File: src/rtl/mips_dmem_arbiter.sv
`default_nettype none
// ============================================================================
//  Module      : mips_dmem_arbiter
//  Description : Two-port round-robin arbiter in front of a single-ported,
//                word-addressed MIPS data memory. Port 0 is the CPU and
//                port 1 is a DMA/debug master. Each accepted request is
//                served as one transaction. A write is IDLE -> ACCESS -> IDLE.
//                An in-range read is IDLE -> ACCESS -> RESP -> IDLE. An
//                out-of-range access is answered with a gnt+err pulse and
//                never reaches the memory.
//  Revision    : 1.0  initial release
// ----------------------------------------------------------------------------
//  Parameters
//    ADDR_W          data memory word-address width (default 8 = 256 words)
//  Ports
//    clk             rising-edge clock
//    rst             synchronous, active-high reset
//    pN_req          access request (N = 0 CPU, N = 1 DMA/debug)
//    pN_we           1 = write, 0 = read (qualified by pN_req)
//    pN_addr         32-bit word address
//    pN_wdata        32-bit write data
//    pN_gnt          one-cycle accept pulse
//    pN_err          one-cycle out-of-range pulse, coincident with pN_gnt
//    pN_rvalid       one-cycle read-data-valid pulse
//    pN_rdata        read data, held until the next pN_rvalid of that port
//    mem_address     memory word address (0 outside ACCESS)
//    write_data      memory write data (0 outside ACCESS)
//    sig_mem_read    memory read strobe
//    sig_mem_write   memory write strobe
//    read_data       memory read data, valid one cycle after sig_mem_read
//    busy            high whenever the FSM is not in IDLE
// ============================================================================
module mips_dmem_arbiter #(
    parameter int ADDR_W = 8
) (
    input  logic        clk,
    input  logic        rst,

    input  logic        p0_req,
    input  logic        p0_we,
    input  logic [31:0] p0_addr,
    input  logic [31:0] p0_wdata,
    output logic        p0_gnt,
    output logic        p0_err,
    output logic        p0_rvalid,
    output logic [31:0] p0_rdata,

    input  logic        p1_req,
    input  logic        p1_we,
    input  logic [31:0] p1_addr,
    input  logic [31:0] p1_wdata,
    output logic        p1_gnt,
    output logic        p1_err,
    output logic        p1_rvalid,
    output logic [31:0] p1_rdata,

    output logic [31:0] mem_address,
    output logic [31:0] write_data,
    output logic        sig_mem_read,
    output logic        sig_mem_write,
    input  logic [31:0] read_data,
    output logic        busy
);

    // ------------------------------------------------------------------
    // State encoding
    // ------------------------------------------------------------------
    typedef enum logic [1:0] {
        IDLE   = 2'd0,
        ACCESS = 2'd1,
        RESP   = 2'd2
    } state_t;

    state_t      r_state;

    // Round-robin pointer: the port that wins a tie in the next IDLE cycle.
    logic        r_ptr;

    // Latched transaction attributes, captured in the IDLE sample cycle.
    logic        r_win;
    logic        r_we;
    logic        r_oor;

    // Registered outputs, one bit per port where applicable.
    logic [1:0]  r_gnt;
    logic [1:0]  r_err;
    logic [1:0]  r_rvalid;
    logic [31:0] r_rdata [2];
    logic        r_mem_rd;
    logic        r_mem_wr;
    logic [31:0] r_mem_addr;
    logic [31:0] r_mem_wdata;
    logic        r_busy;

    // ------------------------------------------------------------------
    // Request selection (only consumed in IDLE)
    // ------------------------------------------------------------------
    logic [1:0]  w_req;
    logic        w_any_req;
    logic        w_win;
    logic        w_sel_we;
    logic [31:0] w_sel_addr;
    logic [31:0] w_sel_wdata;
    logic        w_in_range;

    assign w_req     = {p1_req, p0_req};
    assign w_any_req = |w_req;

    // A lone requester always wins; the pointer only breaks ties.
    always_comb begin
        w_win = 1'b0;
        case (w_req)
            2'b01:   w_win = 1'b0;
            2'b10:   w_win = 1'b1;
            2'b11:   w_win = r_ptr;
            default: w_win = 1'b0;
        endcase
    end

    assign w_sel_we    = w_win ? p1_we    : p0_we;
    assign w_sel_addr  = w_win ? p1_addr  : p0_addr;
    assign w_sel_wdata = w_win ? p1_wdata : p0_wdata;

    // Everything above the implemented word-address bits must be zero.
    // Shifting rather than slicing keeps this legal for any ADDR_W.
    assign w_in_range  = ((w_sel_addr >> ADDR_W) == 32'd0);

    // ------------------------------------------------------------------
    // FSM with registered outputs
    // ------------------------------------------------------------------
    // Pulse outputs and the memory bus default to zero every cycle and are
    // only set on the edge that enters the cycle in which they must be seen.
    // The memory strobes are therefore launched on the IDLE->ACCESS edge,
    // which makes them visible exactly during ACCESS.
    always_ff @(posedge clk) begin
        if (rst) begin
            r_state     <= IDLE;
            r_ptr       <= 1'b0;
            r_win       <= 1'b0;
            r_we        <= 1'b0;
            r_oor       <= 1'b0;
            r_gnt       <= 2'b00;
            r_err       <= 2'b00;
            r_rvalid    <= 2'b00;
            r_rdata[0]  <= 32'd0;
            r_rdata[1]  <= 32'd0;
            r_mem_rd    <= 1'b0;
            r_mem_wr    <= 1'b0;
            r_mem_addr  <= 32'd0;
            r_mem_wdata <= 32'd0;
            r_busy      <= 1'b0;
        end else begin
            r_gnt       <= 2'b00;
            r_err       <= 2'b00;
            r_rvalid    <= 2'b00;
            r_mem_rd    <= 1'b0;
            r_mem_wr    <= 1'b0;
            r_mem_addr  <= 32'd0;
            r_mem_wdata <= 32'd0;

            case (r_state)
                IDLE: begin
                    if (w_any_req) begin
                        r_state      <= ACCESS;
                        r_busy       <= 1'b1;
                        r_win        <= w_win;
                        r_we         <= w_sel_we;
                        r_oor        <= !w_in_range;
                        // Every grant, including an error grant, hands the
                        // tie-break to the other port.
                        r_ptr        <= !w_win;
                        r_gnt[w_win] <= 1'b1;
                        r_err[w_win] <= !w_in_range;
                        if (w_in_range) begin
                            r_mem_addr <= w_sel_addr;
                            if (w_sel_we) begin
                                r_mem_wr    <= 1'b1;
                                r_mem_wdata <= w_sel_wdata;
                            end else begin
                                r_mem_rd    <= 1'b1;
                            end
                        end
                    end
                end

                ACCESS: begin
                    if (r_we || r_oor) begin
                        r_state <= IDLE;
                        r_busy  <= 1'b0;
                    end else begin
                        r_state <= RESP;
                    end
                end

                RESP: begin
                    // Memory data is valid now; only the winner's rdata
                    // register is touched so the other port keeps its value.
                    r_rdata[r_win]  <= read_data;
                    r_rvalid[r_win] <= 1'b1;
                    r_state         <= IDLE;
                    r_busy          <= 1'b0;
                end

                default: begin
                    r_state <= IDLE;
                    r_busy  <= 1'b0;
                end
            endcase
        end
    end

    // ------------------------------------------------------------------
    // Output mapping
    // ------------------------------------------------------------------
    assign p0_gnt        = r_gnt[0];
    assign p0_err        = r_err[0];
    assign p0_rvalid     = r_rvalid[0];
    assign p0_rdata      = r_rdata[0];

    assign p1_gnt        = r_gnt[1];
    assign p1_err        = r_err[1];
    assign p1_rvalid     = r_rvalid[1];
    assign p1_rdata      = r_rdata[1];

    assign mem_address   = r_mem_addr;
    assign write_data    = r_mem_wdata;
    assign sig_mem_read  = r_mem_rd;
    assign sig_mem_write = r_mem_wr;
    assign busy          = r_busy;

endmodule

`default_nettype wire

File: config.mk
export PLATFORM = sky130hd
export DESIGN_NAME = mips_dmem_arbiter
export DESIGN_NICKNAME = d
export VERILOG_FILES = /design/src/rtl/mips_dmem_arbiter.sv
export SDC_FILE = /design/constraint.sdc
export NUM_CORES = 1
export LEC_CHECK = 0
export ABC_AREA = 1
export CAP_MARGIN = 25
export CORE_AREA = 2 2 123 125
export DETAILED_ROUTE_END_ITERATION = 10
export DIE_AREA = 0 0 125 127
export PLACE_DENSITY = 0.85
export REMOVE_ABC_BUFFERS = 1
export SYNTH_ARGS = -nofsm -noshare
export SYNTH_HDL_FRONTEND = slang
export SYNTH_SLANG_ARGS = --single-unit
File: constraint.sdc
create_clock -name clk -period 2.7 [get_ports clk]
set_input_delay 0.405 -clock clk [delete_from_list [all_inputs] [get_ports clk]]
set_output_delay 0.405 -clock clk [all_outputs]
set_load 0.05 [all_outputs]
==> key figures <==
Synthesis
  • Simple-gate share of the synthesized area: 0.2680
  • Synth warn: 0
  • Post-synth top cells: nand2_1, inv_1, nor2_1
  • Seq cells post-synth: 143
  • Post-synthesis sequential area ratio: 0.6274
  • Synth top area cells: edfxtp_1, dfxtp_1, nand2_1
  • Area leader, netlist: edfxtp_1
  • Mux share of post-synthesis cell area: 0
  • Synth async-reset ratio: 0
  • Top-area cell type share of the netlist area: 0.3442
  • Number of synthesized flops with an enable pin: 64
  • Synth Area in XOR/XNOR: 0
  • Ys flop type: dfxtp_1
  • Cells after Synth: 624
  • Synth Area per Inst: 8.949 um^2
  • Post-synth cell types: 30
  • Largest family of logic cells by synthesized area: simple AND/OR/NAND/NOR gates
  • Adder-cell share of the synthesized area: 0
  • Most frequent cell after synthesis: nand2_1
  • Mapped Area: 5584 um^2
  • Compound-Gate Fraction of Synth Area: 0.007618

Global route
  • Number of global-route vias before repair: 4,873
  • First-pass GRT wire length: 23,940 um
  • Total Routing Usage GR: 0.1927
  • Largest net degree at the start of global routing: 39
  • Initial antenna violation count: 0
  • Total global routing overflow: 0

Critical path
  • CP Launch Type: primary input
  • CP Capture Type: flop
  • Critical Path Source: p1_req
  • Worst Path Max Fanout: 33
  • Kind of critical path: in2reg
  • Critical path data arrival time: 2450 ps
  • CP required: 3040 ps
  • R2R Path Start: r_ptr

Clocking
  • Clock Sinks: 143
  • Resized cells post-CTS: 0
  • Htree depth: 4
  • CTS tree: done
  • Post-CTS Setup Bufs: 0
  • CTS Buf Count: 17
  • Reg clk slew, reported paths: 60 ps
  • CTS Buffer Depth: 2
  • Root buf cell: clkbuf_16
  • Post-CTS Hold Buffers: 0
  • Worst skew pair latency: 420 ps

Timing
  • Setup TNS: 0 ps
  • Crit share post-route: 0.7803
  • Final Skew: 8.773 ps
  • RSZ-0062 raised after global routing: no
  • Final min period: 2107 ps
  • Hold slack: 477.4 ps
  • Final hold violations: 0
  • Max Fclk: 474.7 MHz
  • Final Setup Violations: 0
  • Pins Over Slew Limit: 0
  • Tightest Pin Transition: 587.3 ps
  • Worst slew margin: 0.6073

Detailed routing
  • First DRT Iteration DRCs: 253
  • Vias: 4,953
  • Routed WL: 15,330 um
  • Wire length per cell: 13.33 um
  • DRT antenna net count: 0
  • Avg Vias per Cell: 4.307
  • # DRC: 0
  • Drt first pass iters: 4

Floorplanning
  • Die width: 125 um
  • I/O pins: 303
  • Die ar.: 15,880 um^2
  • CORE AREA: 14,420 um^2
  • Die Y: 127 um
  • FP Rows: 44
  • Initial Util: 0.3871

Power and ir drop
  • Clock power share: 0.411
  • Switch share: 0.2764
  • Pwr per Cell Area: 587.1 nW/um^2
  • Register share of total power: 0.424
  • VDD IR max: 0.4074 mV
  • Leak: 4.288 nW
  • Pint: 4.017 mW
  • Sw power: 1.535 mW
  • Gate power share: 0.164

Cells and area
  • Synthesis-to-layout area growth: 69.35%
  • Layout cells sized above 1: 0.08075
  • Diodes inserted: 0
  • Layout net count: 1,119
  • Number of fillers in the final layout: 1,125

Placed design
  • GPL Wtd Cong: 0.9082
  • DP HPWL: 11,760 um
  • Port bufs: 302

Run
  • Max-cap violations: 0

Status
  • Status: finished, final reports clean

Hold path
  • HP Start: r_win
  • Hold Path Class: reg2reg
kinds of logic (layout without fill, tap and decap cells):
group           after synthesis  after routing
simple gates                345            345
flops                       143            143
buf+inv                     128            447
compound gates                7              7
other cells                   1             24
routing by layer:
| layer | vias up | wire (um) | GRT usage |
|---|---|---|---|
| met1 | 2204 | 5497 | 0.1969 |
| met3 | 21 | 1525 | 0.07161 |
| met2 | 235 | 7984 | 0.3597 |
| li1 | 2493 | - | - |
| met5 | - | 0 | 0 |
| met4 | 0 | 325 | 0.07124 |
layout by cell type (no fill, tap or decap), types with 2 or more instances in the layout:
master / netlist / final
clkdlybuf4s50_1: 0 / 302
nand2_1: 192 / 192
inv_1: 102 / 102
nor2_1: 97 / 97
dfxtp_1: 79 / 79
edfxtp_1: 64 / 64
nor2_2: 29 / 29
conb_1: 1 / 24
clkbuf_16: 0 / 18
nand3b_1: 14 / 14
buf_4: 3 / 7
inv_8: 0 / 5
inv_6: 0 / 5
nand3_1: 3 / 3
inv_2: 2 / 2
nor2_4: 2 / 2
o21ai_0: 2 / 2
clkinv_4: 0 / 2
buf_12: 0 / 2
registers in the layout, indices dropped and copies added (netlist names):
signal         count
busy               1
sig_mem_read       1
r_state            2
r_ptr              1
r_rdata           64
r_win              1
r_rvalid           2
write_data        32
r_gnt              2
r_oor              1
r_we               1
r_err              2
mem_address       32
sig_mem_write      1
critical path, cell delays in order:
cell,delay (ps)
clkdlybuf4s50_1,610
nand2_8,290
inv_2,150
nand2_1,80
nand2_1,50
nor2_1,100
nand2_1,90
nor2_4,180
nand3_2,260
nor2_1,210
path summary, 6_finish.rpt:
kind / depth (start not counted) / to / slack, ps
worst min register to register: 1 / r_rvalid[0] / 480
worst max register to register: 11 / mem_address[3] / 760
worst max-delay path: 10 / mem_address[3] / 590
worst min-delay path: 1 / r_rvalid[0] / 480
per-stage QoR:
| stage | util | std cells | setup WS (ps) | power [mW] | cell area, um^2 |
|---|---|---|---|---|---|
| final | 0.6556 | 1150 | 593.2 | 5.552 | 9457 |
| after global routing | 0.6556 | 1150 | 397.5 | 5.765 | 9457 |
| after CTS | 0.6556 | 1150 | 618.4 | 5.602 | 9457 |
| after detailed placement | 0.6149 | 1118 | 183.5 | 3.317 | 8869 |
| after global placement | 0.6149 | 1118 | 251.8 | 3.304 | 8869 |
| after floorplan | - | 623 | 22.91 | 2.871 | 5523 |
final cells by class:
class / instances / area [um^2] / share of cell area
clock buffers: 18 / 450.4 / 0.04763
clock inverters: 14 / 137.6 / 0.01455
inverters: 104 / 390.4 / 0.04128
multi-input cells: 376 / 1629 / 0.1723
flip-flops and latches: 143 / 3503 / 0.3705
well taps: 184 / 230.2 / 0.02435
repair buffers: 311 / 3115 / 0.3295
power by group through the flow:
stage / Sequential (mW) / Combinational (mW) / Clock, mW
detailed placement: 2.40 / 0.913 / 0
finish: 2.36 / 0.911 / 2.28
global placement: 2.40 / 0.903 / 0
floorplan: 2.64 / 0.230 / 0
global route: 2.36 / 0.981 / 2.42
CTS: 2.36 / 0.916 / 2.33
Note: power is estimated with default switching activity, not from simulation.
